==> config.mk <==
export PLATFORM = sky130hd
export DESIGN_NAME = fifo_stream_rd_flat
export DESIGN_NICKNAME = d
export VERILOG_FILES = /design/src/rtl/fifo_stream_rd_pkg.sv /design/src/rtl/fifo_stream_rd_if.sv /design/src/rtl/fifo_stream_rd_reg_buf3.sv /design/src/rtl/fifo_stream_rd.sv /design/src/flat_wrapper.sv
export SDC_FILE = /design/constraint.sdc
export NUM_CORES = 1
export LEC_CHECK = 0
export ABC_AREA = 1
export BUFFER_PORTS_ARGS = -buffer_cell sky130_fd_sc_hd__buf_2
export CAP_MARGIN = 30
export CORE_UTILIZATION = 47
export CTS_BUF_LIST = sky130_fd_sc_hd__clkbuf_8 sky130_fd_sc_hd__clkbuf_16
export CTS_CLUSTER_DIAMETER = 100
export DETAILED_ROUTE_END_ITERATION = 10
export GPL_ROUTABILITY_DRIVEN = 0
export PLACE_DENSITY = 0.77
export SLEW_MARGIN = 5
export SYNTH_ARGS = -nofsm -noshare
export SYNTH_HDL_FRONTEND = slang
export SYNTH_SLANG_ARGS = --single-unit
==> constraint.sdc <==
create_clock -name clk -period 1.9 [get_ports clk]
set_clock_uncertainty 0.05 [all_clocks]
set_input_delay 0.19 -clock clk [delete_from_list [all_inputs] [get_ports clk]]
set_output_delay 0.19 -clock clk [all_outputs]
set_load 0.03 [all_outputs]
==> src/rtl/fifo_stream_rd_pkg.sv <==
`default_nettype none
// ============================================================================
// Module      : fifo_stream_rd_pkg
// Description : Shared widths and the pointer-increment helper for the
//               FIFO read-side stream adapter.
//               Items: c_PTR_W (slot pointer width), c_CNT_W (occupancy
//               width), ptr_inc() (advance a slot pointer, 2 wraps to 0).
// Revision    : 1.0 - initial release
// ============================================================================
package fifo_stream_rd_pkg;

    localparam int c_PTR_W = 2;
    localparam int c_CNT_W = 2;

    // The local buffer has three slots, so a pointer wraps from 2 back to 0.
    function automatic logic [c_PTR_W-1:0] ptr_inc(input logic [c_PTR_W-1:0] ptr);
        return (ptr == 2'd2) ? 2'd0 : ptr + 2'd1;
    endfunction

endpackage
`default_nettype wire

==> src/rtl/fifo_stream_rd_if.sv <==
`default_nettype none
// ============================================================================
// Module      : fifo_stream_rd_if
// Description : Bundle of the FIFO read port and the output stream of the
//               read-side adapter.
//               fifo_empty / fifo_rd_en / fifo_dout : FIFO read port
//               flush                               : discard held data
//               out_valid / out_ready / out_data    : output stream
//               buf_count                           : local occupancy
//               slave  modport : adapter view
//               master modport : environment (FIFO + consumer) view
// Revision    : 1.0 - initial release
// ============================================================================
interface fifo_stream_rd_if
    import fifo_stream_rd_pkg::*;
#(
    parameter int DW = 104
);

    logic               fifo_empty;
    logic               fifo_rd_en;
    logic [DW-1:0]      fifo_dout;
    logic               flush;
    logic               out_valid;
    logic               out_ready;
    logic [DW-1:0]      out_data;
    logic [c_CNT_W-1:0] buf_count;

    modport slave (
        input  fifo_empty,
        input  fifo_dout,
        input  flush,
        input  out_ready,
        output fifo_rd_en,
        output out_valid,
        output out_data,
        output buf_count
    );

    modport master (
        output fifo_empty,
        output fifo_dout,
        output flush,
        output out_ready,
        input  fifo_rd_en,
        input  out_valid,
        input  out_data,
        input  buf_count
    );

endinterface
`default_nettype wire

==> src/rtl/fifo_stream_rd_reg_buf3.sv <==
`default_nettype none
// ============================================================================
// Module      : reg_buf3
// Description : Three-entry, DW-wide register file. One write port at the
//               tail slot, one combinational read port at the head slot.
//               clk, nreset        : clock, async active-low reset
//               wr_en, wr_ptr,
//               wr_data            : write port
//               rd_ptr, rd_data    : read port
// Revision    : 1.0 - initial release
// ============================================================================
module reg_buf3
    import fifo_stream_rd_pkg::*;
#(
    parameter int DW = 104
) (
    input  logic               clk,
    input  logic               nreset,
    input  logic               wr_en,
    input  logic [c_PTR_W-1:0] wr_ptr,
    input  logic [DW-1:0]      wr_data,
    input  logic [c_PTR_W-1:0] rd_ptr,
    output logic [DW-1:0]      rd_data
);

    logic [DW-1:0] r_mem [0:2];

    generate
        for (genvar i = 0; i < 3; i++) begin : g_entry
            always_ff @(posedge clk or negedge nreset) begin
                if (!nreset) begin
                    r_mem[i] <= '0;
                end else if (wr_en && (wr_ptr == c_PTR_W'(i))) begin
                    r_mem[i] <= wr_data;
                end
            end
        end
    endgenerate

    // Pointer value 3 never occurs; it folds onto the last slot.
    always_comb begin
        rd_data = r_mem[2];
        case (rd_ptr)
            2'd0:    rd_data = r_mem[0];
            2'd1:    rd_data = r_mem[1];
            default: rd_data = r_mem[2];
        endcase
    end

endmodule
`default_nettype wire

==> src/rtl/fifo_stream_rd.sv <==
`default_nettype none
// ============================================================================
// Module      : fifo_stream_rd
// Description : Read-side adapter for a FIFO with one-cycle read latency.
//               Issues reads ahead of the consumer into a 3-entry local
//               buffer and presents the data as a valid/ready stream at
//               full throughput. The read request never depends on
//               out_ready.
//               clk    : clock, rising edge
//               nreset : asynchronous active-low reset
//               bus    : slave view of fifo_stream_rd_if (FIFO read port,
//                        flush, output stream, buffer occupancy)
// Revision    : 1.0 - initial release
// ============================================================================
module fifo_stream_rd
    import fifo_stream_rd_pkg::*;
#(
    parameter int DW = 104
) (
    input  logic              clk,
    input  logic              nreset,
    fifo_stream_rd_if.slave   bus
);

    // Depth is tied to the one-cycle FIFO read latency, so it is not tunable.
    localparam logic [c_CNT_W:0] c_DEPTH = 3'd3;

    logic [c_CNT_W-1:0] r_occ;
    logic               r_pend;
    logic [c_PTR_W-1:0] r_head;
    logic [c_PTR_W-1:0] r_tail;

    logic [c_CNT_W:0]   w_inflight;
    logic               w_rd_en;
    logic               w_capture;
    logic               w_valid;
    logic               w_pop;
    logic [DW-1:0]      w_head_data;

    // Entries held plus the read already in flight, with a carry bit so
    // 3 + 1 cannot wrap.
    assign w_inflight = {1'b0, r_occ} + {{c_CNT_W{1'b0}}, r_pend};

    // nreset gates the request so the FIFO sees no read while the adapter
    // is held in reset, whatever the FIFO's flag is doing.
    assign w_rd_en   = nreset & ~bus.fifo_empty & ~bus.flush & (w_inflight < c_DEPTH);
    assign w_capture = r_pend & ~bus.flush;
    assign w_valid   = (r_occ != '0);
    assign w_pop     = w_valid & bus.out_ready;

    always_ff @(posedge clk or negedge nreset) begin
        if (!nreset) begin
            r_occ  <= '0;
            r_pend <= 1'b0;
            r_head <= '0;
            r_tail <= '0;
        end else if (bus.flush) begin
            // Returning read data and any same-cycle pop are dropped too.
            r_occ  <= '0;
            r_pend <= 1'b0;
            r_head <= '0;
            r_tail <= '0;
        end else begin
            r_pend <= w_rd_en;
            if (w_capture) begin
                r_tail <= ptr_inc(r_tail);
            end
            if (w_pop) begin
                r_head <= ptr_inc(r_head);
            end
            case ({w_capture, w_pop})
                2'b10:   r_occ <= r_occ + 2'd1;
                2'b01:   r_occ <= r_occ - 2'd1;
                default: r_occ <= r_occ;
            endcase
        end
    end

    reg_buf3 #(
        .DW      (DW)
    ) u_buf (
        .clk     (clk),
        .nreset  (nreset),
        .wr_en   (w_capture),
        .wr_ptr  (r_tail),
        .wr_data (bus.fifo_dout),
        .rd_ptr  (r_head),
        .rd_data (w_head_data)
    );

    assign bus.fifo_rd_en = w_rd_en;
    assign bus.out_valid  = w_valid;
    assign bus.out_data   = w_head_data;
    assign bus.buf_count  = r_occ;

endmodule
`default_nettype wire

==> src/flat_wrapper.sv <==
// flat-port wrapper written by rule: the top's interface ports become plain ports
module fifo_stream_rd_flat import fifo_stream_rd_pkg::*;
#(
    parameter int DW = 104
)
  (clk, nreset, bus_fifo_empty, bus_fifo_dout, bus_flush, bus_out_ready, bus_fifo_rd_en, bus_out_valid, bus_out_data, bus_buf_count);
  fifo_stream_rd_if #(.DW(DW)) bus_i ();
  input  logic clk;
  input  logic nreset;
  input wire logic [$bits(bus_i.fifo_empty)-1:0] bus_fifo_empty;
  input wire logic [$bits(bus_i.fifo_dout)-1:0] bus_fifo_dout;
  input wire logic [$bits(bus_i.flush)-1:0] bus_flush;
  input wire logic [$bits(bus_i.out_ready)-1:0] bus_out_ready;
  output wire logic [$bits(bus_i.fifo_rd_en)-1:0] bus_fifo_rd_en;
  output wire logic [$bits(bus_i.out_valid)-1:0] bus_out_valid;
  output wire logic [$bits(bus_i.out_data)-1:0] bus_out_data;
  output wire logic [$bits(bus_i.buf_count)-1:0] bus_buf_count;
  assign bus_i.fifo_empty = bus_fifo_empty;
  assign bus_i.fifo_dout = bus_fifo_dout;
  assign bus_i.flush = bus_flush;
  assign bus_i.out_ready = bus_out_ready;
  assign bus_fifo_rd_en = bus_i.fifo_rd_en;
  assign bus_out_valid = bus_i.out_valid;
  assign bus_out_data = bus_i.out_data;
  assign bus_buf_count = bus_i.buf_count;
  fifo_stream_rd #(.DW(DW)) u_core (.clk(clk), .nreset(nreset), .bus(bus_i));
endmodule
==> results.json <==
{
  "report.final.hold_viol_count": 0,
  "yosys.area_share.adder": 0.00181,
  "dr.first_iter.drc_count": 1149,
  "finalWorstPathRequiredPeriod_ps": 2130,
  "globalRoute.busiestLayer": "met2",
  "clk_latency_ps": 500,
  "clkSlewWorstSetupHoldPaths_ps": 60,
  "fin_worst_hold_slack_ps": 321,
  "synthCells": 1593,
  "cts-root-to-sink-buffers": 3,
  "final_net_count": 1999,
  "met1_track_demand_over_resource_in_global_routing": 0.335,
  "dieHeight_um": 174,
  "max-vdd-ir-drop_mv": 0.836,
  "postRouteWirelength_mm": 40.6,
  "fmaxAchievable_mhz": 470,
  "fin_ws_ps": -227,
  "min_period_over_period": 1.12,
  "floorplan.initialDensity": 0.479,
  "r2r_end": "u_core.u_buf.r_mem[187]",
  "placement.io_buffers": 216,
  "cp_slowest_cell": "dfrtp_4",
  "critical_path_class": "reg2out",
  "cap_viol_max_count": 0,
  "area_delta_synth_final_pct": 33.2,
  "root_buffer_master": "clkbuf_16",
  "violations_in_the_final_reports": "setup timing",
  "cp_slowest_stage_delay_ps": 540,
  "synth_top_family_by_area": "simple AND/OR/NAND/NOR gates",
  "seqPwrFrac": 0.427,
  "route.detailed.drc": 0,
  "timing.final.max_slew_violations": 0,
  "tritoncts_clock_tree": "yes",
  "synth_simple_gate_area_frac": 0.210,
  "core_region_area_um2": 28900,
  "synth.net_count": 1704,
  "setup-violations-final": 105,
  "crit_chain": "clkinv_4, buf_12, nand3_1, nand3_1, buf_2",
  "power.total_mw": 19.3,
  "switching_power_mw": 5.80,
  "crit_top_cell": "nand3_1",
  "grt_overflow": 0,
  "p_clk_frac": 0.342,
  "synthMuxAreaShare": 0,
  "maxSlewHeadroom": 0.377,
  "floorplan.die_area_um2": 30100,
  "fraction_of_synthesized_cell_area_in_xor_and_xnor_cells": 0,
  "launching_element_type_of_the_critical_path": "flip-flop",
  "routed-via-count": 12700,
  "die_width_um": 174,
  "post_synth.cell_area_avg_um2": 8.68,
  "worst-endpoint-required_ps": 1660,
  "grt_max_degree": 167,
  "detail_route.wl_per_cell_um": 17.7,
  "synth_seq_cells": 319,
  "antenna_violating_nets_post_route": 0,
  "boundary_pin_count": 217,
  "switching_share": 0.301,
  "tightestPinTransition_ps": 935,
  "antenna_found_initial": 1,
  "synth-compound-area-share": 0.134,
  "floorplan.rows": 62,
  "final.fill_count": 2260,
  "ff2ff_path_depth": 7,
  "power_frac_comb": 0.231,
  "path_delay_family": "buffers and inverters",
  "timing.critical_path.to_type": "output port",
  "wire_length_of_the_first_global_routing_pass_mm": 64.5,
  "post_route_cells_drive_above_1_share": 0.185,
  "cts_num_sinks": 319,
  "grtUsageMet3": 0.0436,
  "post-dp-hpwl_mm": 20.7,
  "grtUsageMet2": 0.445,
  "tritoncts.num_buffers": 35,
  "rrSetupSlack_ps": 200,
  "setup_repair_after_global_routing_missed_its_margin": "true",
  "power_leakage_nw": 9.30,
  "syn_area_um2": 13800,
  "cts_max_level": 2,
  "timing.critical_path.arrival_ps": 1890,
  "yosys_warnings": 0,
  "holdCritPathClass": "in2async",
  "globalRouteTotalUtil": 0.264,
  "drt-vias-per-instance": 5.52,
  "run_status": "finished with violations",
  "grt_pass1_vias": 12700,
  "synth_seq_area_share": 0.577,
  "critical_path_peak_fanout": 23,
  "yosys.cell_types.count": 28,
  "critical_path.reg2reg.startpoint": "u_core.r_pend",
  "internal_power_mw": 13.5,
  "worst-path-buf-inv": 3,
  "power_density_nw_per_um2": 1050,
  "drt_pre_antenna_iters": 6
}
==> power groups by stage <==
stage	clock network (mW)	logic (mW)	registers (mW)
final	6.59	4.46	8.22
after global routing	6.99	4.83	8.30
after CTS	6.72	4.32	8.19
after detailed placement	0	3.52	8.29
after global placement	0	3.43	8.27
after floorplan	0	2.44	8.15
==> per-stage QoR <==
| step | TNS, ps | instances | setup slack, ps | area [um^2] | utilization |
|---|---|---|---|---|---|
| 6_report | -18350 | 2296 | -227 | 18400 | 0.638 |
| 5_1_grt | -26600 | 2296 | -290 | 18400 | 0.638 |
| 4_1_cts | -18910 | 2288 | -224 | 18200 | 0.631 |
| 3_5_place_dp | 0 | 2108 | 205 | 15200 | 0.528 |
| 3_3_place_gp | 0 | 2108 | 198 | 15200 | 0.528 |
| 2_1_floorplan | 0 | 1593 | 99.7 | 13800 | - |
==> cell type report <==
| class | count | area [um^2] | share of cell area |
|---|---|---|---|
| inverter | 112 | 428 | 0.0232 |
| sequential | 319 | 7990 | 0.434 |
| tap | 384 | 480 | 0.0261 |
| clock inverter | 15 | 93.8 | 0.00509 |
| antenna | 1 | 2.50 | 0.000136 |
| timing repair buffer | 372 | 3510 | 0.190 |
| clock buffer | 45 | 1040 | 0.0562 |
| multi-input combinational | 1048 | 4880 | 0.265 |
==> worst register-to-register path, cell delays in order (launching register included) <==
cell and delay, ps:
dfrtp_1 360, buf_4 130, nand2_4 60, inv_4 110, nand3_4 220, buf_12 260
buf_12 180, o21ai_0 200
==> synthesized netlist by cell type <==
master    count  area (um^2)
nand2_1     504         1890
a21oi_1       1         5.00
nand4_1       2         12.5
nand2_4       1         11.3
dfrtp_1     319         7980
ha_1          2         25.0
nor2_2        1         6.26
inv_2         2         7.51
a22oi_1      28          210
buf_6        18          203
inv_1       109          409
inv_4         1         6.26
o21ai_2      10         87.6
clkbuf_1     48          180
buf_1         3         11.3
o21ai_0     282         1410
buf_2        38          190
or2_2         1         6.26
nand3_4       1         17.5
buf_4         6         45.0
nor2_1        2         7.51
nand3_2       2         20.0
o31ai_1       1         7.51
nand3_1     184          921
nand3b_1      1         7.51
clkbuf_8      1         13.8
o21ai_1      23          115
a211oi_1      2         15.0
==> sequential cells by signal, indices dropped and copies added, names as in the netlist <==
name	flops
u_core.r_head	2
u_core.r_pend	1
u_core.bus.buf_count	2
u_core.u_buf.r_mem	312
u_core.r_tail	2
==> worst max-delay path by stage <==
| stage | start | endpoint | slack, ps | cells after the start |
|---|---|---|---|---|
| after floorplan | u_core.bus.buf_count[0] | bus_fifo_rd_en | 100 | 3 |
| after global placement | u_core.r_head[0] | bus_out_data[103] | 200 | 4 |
| after detailed placement | u_core.r_head[0] | bus_out_data[90] | 210 | 4 |
| after CTS | u_core.r_head[1] | bus_out_data[103] | -220 | 5 |
| after global routing | u_core.r_head[1] | bus_out_data[76] | -290 | 6 |
| final | u_core.r_head[1] | bus_out_data[103] | -230 | 5 |
==> routing by layer <==
metal	up-vias	share of wire	wire length, um
met1	6091	0.40	16400
li1	5785	-	-
met3	136	0.073	2970
met2	652	0.48	19600
met4	0	0.041	1660
met5	-	0	0
==> kinds of logic after synthesis <==
family,Yosys count
AOI/OAI and AO/OA,347
adders and majority gates,2
buffers and inverters,226
DFF,319
and+or+nand+nor,699
==> placed cells by master (no fill, tap or decap), drive strengths merged <==
cell type and count:
clkinv 7, a22oi 28, dlygate4sd3 108, diode 1
ha 2, or2 1, nor2 3, nand2 505
nand3 187, dfrtp 319, a21oi 1, nand3b 1
nand4 2, buf 257, inv 119, o21ai 315
clkbuf 52, o31ai 1, bufinv 1, a211oi 2
==> what timing repair did <==
action	in CTS	in global routing
setup endpoints to repair	105	105
cloned	5	6
pin swaps	2	1
endpoints found under the hold margin	638	0
gates resized for setup	180	22
hold buffers	108	0
buffers inserted	7	1
No activity file was read; power rests on OpenSTA's default activity.
